`src/rtl/adder_seq_ctrl.sv`:
```
// Sequencer between the AXI4-Lite register file and the adder datapath: issues operands,
// waits for the result, writes it back to r2. Optional interrupt via ADDER_SEQ_CTRL_IRQ_EN.
module adder_seq_ctrl #(
    parameter int TIMEOUT_CYCLES = 255,
    parameter int CNT_W          = 16
) (
    input  logic             ACLK,
    input  logic             ARSTn,
    input  logic             i_start,
    input  logic             i_op,
    input  logic [31:0]      i_r0,
    input  logic [31:0]      i_r1,
    output logic             o_dp_valid,
    input  logic             i_dp_ready,
    output logic [31:0]      o_dp_a,
    output logic [31:0]      o_dp_b,
    output logic             o_dp_op,
    input  logic             i_dp_res_valid,
    input  logic [31:0]      i_dp_res,
    output logic             o_enable_ctrl_write,
    output logic [31:0]      o_busr,
    output logic             o_rst_start,
    output logic             o_busy,
    output logic             o_done,
    output logic             o_timeout,
    output logic [CNT_W-1:0] o_op_count
`ifdef ADDER_SEQ_CTRL_IRQ_EN
    ,
    output logic             o_irq,
    input  logic             i_irq_clr
`endif
);

    // The timer only needs to reach TIMEOUT_CYCLES-1.
    localparam int TMR_W = (TIMEOUT_CYCLES > 1) ? $clog2(TIMEOUT_CYCLES) : 1;
    localparam logic [TMR_W-1:0] TMR_LAST = TMR_W'(TIMEOUT_CYCLES - 1);

    typedef enum logic [2:0] {
        ST_IDLE,
        ST_ISSUE,
        ST_WAIT,
        ST_WRITE,
        ST_ABORT
    } state_e;

    state_e           state_q, state_d;
    logic [31:0]      a_q, a_d;
    logic [31:0]      b_q, b_d;
    logic             op_q, op_d;
    logic [31:0]      busr_q, busr_d;
    logic [TMR_W-1:0] timer_q, timer_d;
    logic             timeout_q, timeout_d;
    logic [CNT_W-1:0] count_q, count_d;

    always_ff @(posedge ACLK) begin
        if (!ARSTn) begin
            state_q   <= ST_IDLE;
            a_q       <= '0;
            b_q       <= '0;
            op_q      <= 1'b0;
            busr_q    <= '0;
            timer_q   <= '0;
            timeout_q <= 1'b0;
            count_q   <= '0;
        end else begin
            state_q   <= state_d;
            a_q       <= a_d;
            b_q       <= b_d;
            op_q      <= op_d;
            busr_q    <= busr_d;
            timer_q   <= timer_d;
            timeout_q <= timeout_d;
            count_q   <= count_d;
        end
    end

    // Datapath handshake: operands transfer on the cycle where o_dp_valid and
    // i_dp_ready are both high; o_dp_valid never drops and operands never change before that.
    always_comb begin
        state_d             = state_q;
        a_d                 = a_q;
        b_d                 = b_q;
        op_d                = op_q;
        busr_d              = busr_q;
        timer_d             = timer_q;
        timeout_d           = timeout_q;
        count_d             = count_q;
        o_dp_valid          = 1'b0;
        o_enable_ctrl_write = 1'b0;
        o_rst_start         = 1'b0;
        o_done              = 1'b0;
        case (state_q)
            ST_IDLE: begin
                if (i_start) begin
                    a_d       = i_r0;
                    b_d       = i_r1;
                    op_d      = i_op;
                    timeout_d = 1'b0;
                    state_d   = ST_ISSUE;
                end
            end
            ST_ISSUE: begin
                o_dp_valid = 1'b1;
                if (i_dp_ready) begin
                    timer_d = '0;
                    state_d = ST_WAIT;
                end
            end
            ST_WAIT: begin
                // A result arriving on the final timer cycle still wins over the abort.
                if (i_dp_res_valid) begin
                    busr_d  = i_dp_res;
                    state_d = ST_WRITE;
                end else if (timer_q == TMR_LAST) begin
                    state_d = ST_ABORT;
                end else begin
                    timer_d = timer_q + TMR_W'(1);
                end
            end
            ST_WRITE: begin
                o_enable_ctrl_write = 1'b1;
                o_rst_start         = 1'b1;
                o_done              = 1'b1;
                count_d             = count_q + CNT_W'(1);
                state_d             = ST_IDLE;
            end
            ST_ABORT: begin
                o_rst_start = 1'b1;
                timeout_d   = 1'b1;
                state_d     = ST_IDLE;
            end
            default: state_d = ST_IDLE;
        endcase
    end

    assign o_dp_a     = a_q;
    assign o_dp_b     = b_q;
    assign o_dp_op    = op_q;
    assign o_busr     = busr_q;
    assign o_busy     = (state_q != ST_IDLE);
    assign o_timeout  = timeout_q;
    assign o_op_count = count_q;

`ifdef ADDER_SEQ_CTRL_IRQ_EN
    logic irq_q, irq_d;

    // Setting has priority so a completion is never lost to a concurrent clear.
    always_comb begin
        irq_d = irq_q;
        if (state_q == ST_WRITE || state_q == ST_ABORT) begin
            irq_d = 1'b1;
        end else if (i_irq_clr) begin
            irq_d = 1'b0;
        end
    end

    always_ff @(posedge ACLK) begin
        if (!ARSTn) begin
            irq_q <= 1'b0;
        end else begin
            irq_q <= irq_d;
        end
    end

    assign o_irq = irq_q;
`endif

endmodule

```
`config.mk`:
```
export PLATFORM = sky130hd
export DESIGN_NAME = adder_seq_ctrl
export DESIGN_NICKNAME = d
export VERILOG_FILES = /design/src/rtl/adder_seq_ctrl.sv
export SDC_FILE = /design/constraint.sdc
export NUM_CORES = 1
export LEC_CHECK = 0
export BUFFER_PORTS_ARGS = -buffer_cell sky130_fd_sc_hd__clkbuf_2
export CAP_MARGIN = 30
export CORE_AREA = 2 2 106 108
export DETAILED_ROUTE_END_ITERATION = 8
export DIE_AREA = 0 0 108 110
export PLACE_DENSITY_LB_ADDON = 0.15
export RECOVER_POWER = 100
export SYNTH_ARGS = -nofsm -noshare
export SYNTH_HDL_FRONTEND = slang
export SYNTH_SLANG_ARGS = --single-unit
```
`constraint.sdc`:
```
create_clock -name ACLK -period 3.85 [get_ports ACLK]
set_clock_uncertainty 0.15 [all_clocks]
set_input_delay 0.77 -clock ACLK [delete_from_list [all_inputs] [get_ports ACLK]]
set_output_delay 0.77 -clock ACLK [all_outputs]
set_load 0.01 [all_outputs]
```
==> results by group <==
Setup path
  – Crit-path max FO: 72
  – Crit path cell chain: clkbuf_1, clkinvlp_2, clkbuf_1, buf_16, a21oi_1
  – Critical Path RT: 4.07 ns
  – Crit path largest cell delay: 1.43 ns
  – Arrival @ worst endpoint: 3.00 ns
  – Critical Path End Type: register
  – Critical path startpoint category: input port
  – CP Class: in2reg
  – Worst path most repeated cell: clkbuf_1
  – CP max-delay cell: clkbuf_1

STA
  – Max_slew headroom: -0.333
  – RSZ-0062 raised after global routing: no
  – Final worst-path cycle share: 0.721
  – Hold slack: 0.304 ns
  – Worst-margin pin slew: 2.00 ns
  – TNS Setup: 0 ns
  – Final Slew Violations: 43
  – Setup-failing EPs final: 0
  – Max frequency: 360 MHz
  – Tmin final: 2.78 ns
  – Final hold vios: 0

Clock tree
  – Root Driver: clkbuf_8
  – Clock latency at the later pin of the worst-skew pair: 0.49 ns
  – # resized after CTS: 0
  – Post-CTS Setup Inserts: 0
  – CTS Buf Count: 17
  – H-tree depth: 4
  – CTS tree: built
  – Clk buf depth: 2
  – Hold_buf cts: 0
  – Clk pin slew, worst setup/hold paths: 0.06 ns
  – Clock Sinks: 125

Hold path
  – HP Class: reg2reg

Logic synthesis
  – Unique cell type count in the Yosys netlist: 37
  – Top FF cell, synth: dfxtp_1
  – Top cells by area, synth: dfxtp_1 53%, nand2_1 17%, a21oi_1 11%
  – Syn Inst Count: 591
  – Most area-hungry cell type in the Yosys netlist: dfxtp_1
  – Mapped Area: 4700 um^2
  – Post-synthesis async set-or-reset flop share: 0
  – Flops & latches, synth: 125
  – Commonest cells in the netlist: 213 x nand2_1, 125 x dfxtp_1, 105 x a21oi_1
  – YS warnings: 0
  – Mean Syn Cell Area: 7.96 um^2
  – Seq/Total Area, Yosys: 0.532
  – Mapped Nets: 696
  – EDFF count, synth: 0
  – Yosys top cell area share: 0.532
  – Top-count cell post-synth: nand2_1

Global routing
  – Largest net degree at the start of global routing: 73
  – First-pass GRT wire length: 20,100 um
  – Vias in the first global route: 4,386
  – GR Util All Layers: 0.212
  – GRT overflow: 0
  – Antenna violations before repair: 0

Layout
  – Ant. Diodes: 0
  – Layout Nets: 903
  – Syn-to-layout area delta: 33.6%
  – Non-Filler Instances: 951
  – Share of post-route cells with drive strength above 1: 0.170

Floorplan
  – DIE HEIGHT: 110 um
  – Core area: 10,700 um^2
  – Die W: 108 um
  – IO Pins: 221
  – Die area: 11,900 um^2
  – # rows: 38
  – Initial Util: 0.440

Drt
  – DRC: 0
  – DR vias/cell: 5.00
  – DR WL/cell: 13.7 um
  – Vias: 4,754
  – Drt initial violations: 381
  – Post-route ant nets: 0
  – DRT Wirelength: 13,000 um
  – DRT Pass-1 Iters: 4

Placement
  – Buffers on Ports: 220
  – Hpwl dp: 9240 um
  – Placed instance count: 919
  – GP Congestion: 0.784

Power
  – Peak supply drop: 0.246 mV
  – Static Leak: 2.44 nW
  – P per Cell Area: 512 nW/um^2

Run status
  – Failing checks: max-capacitance violations, max-slew violations
  – Status: finished with violations

Job
  – Max cap viols: 1
## critical path: cells and delay by family
kind / cells / cell delay [ns]
buffers and inverters: 4 / 2.06
AO/OA/AOI/OAI: 1 / 0.09
## layout make-up
cell class / instances / area (um^2)
clock buffer: 20 / 425
clock inverter: 12 / 146
fill: 1051 / 4410
inverter: 9 / 35.0
multi-input combinational: 419 / 1980
sequential: 125 / 2500
tap: 140 / 175
timing repair buffer: 226 / 1020
## state kept, by name, summed over array words and instances (netlist names)
register	cells
o_op_count	16
o_dp_op	1
o_timeout	1
o_dp_a	32
o_dp_b	32
o_busr	32
state_q	3
timer_q	8
## worst paths after layout
| check | startpoint | end | slack, ns | cells past startpoint |
|---|---|---|---|---|
| min reg2reg | o_busr[29]$_SDFFE_PN0P_ | o_busr[29]$_SDFFE_PN0P_ | 0.30 | 2 |
| max | ARSTn | o_busr[0]$_SDFFE_PN0P_ | 1.07 | 5 |
| min | o_busr[29]$_SDFFE_PN0P_ | o_busr[29]$_SDFFE_PN0P_ | 0.30 | 2 |
| max reg2reg | state_q[1]$_SDFFE_PN0P_ | o_op_count[15]$_SDFFE_PN0P_ | 1.50 | 4 |
## power breakdown
group          internal (mW)  switching [mW]
sequential              1.35          0.0339
clock                  0.980           0.549
combinational          0.110           0.189
## cell families after synthesis
logic type	synth area share
buf+inv	0.0428
compound gates	0.146
xor+xnor	0.0205
fa+ha+maj	0.00798
simple gates	0.251
flops	0.532
## cells in the final DEF (no fill, tap or decap), types with 2 or more instances in the layout
master      instances
nor3_1              6
clkbuf_16          16
clkinv_2            5
nand2_1           213
nand3_1            11
a21oi_1           105
inv_1               8
clkinvlp_4          3
o21ai_0            10
dfxtp_1           125
a211oi_1            2
xor2_1              3
nor4_1              4
nor3b_1             3
a41oi_1             2
and3_1              3
nor2_1             15
clkbuf_2          100
a31oi_1             7
ha_1                3
buf_4               3
xnor2_1             8
or3_1               3
clkbuf_1          124
and2_1              2
bufinv_16           3
nand4_1             5
## layer usage
| metal | up-vias | global-route usage | wire length [um] |
|---|---|---|---|
| met1 | 2188 | 0.245 | 5430 |
| met3 | 12 | 0.0647 | 1000 |
| met4 | 0 | 0.0897 | 146 |
| met5 | - | 0 | 0 |
| met2 | 180 | 0.364 | 6460 |
| li1 | 2374 | - | - |
## per-stage QoR
step / total power [mW] / utilization / setup slack [ns] / area, um^2
CTS: 3.27 / 0.604 / 1.26 / 6470
finish: 3.21 / 0.587 / 1.07 / 6280
global route: 3.35 / 0.587 / 0.929 / 6280
floorplan: 1.58 / - / 1.87 / 4700
detailed placement: 1.73 / 0.551 / 1.40 / 5890
global placement: 1.72 / 0.547 / 1.38 / 5850
Note: power is estimated with default switching activity, not from simulation.
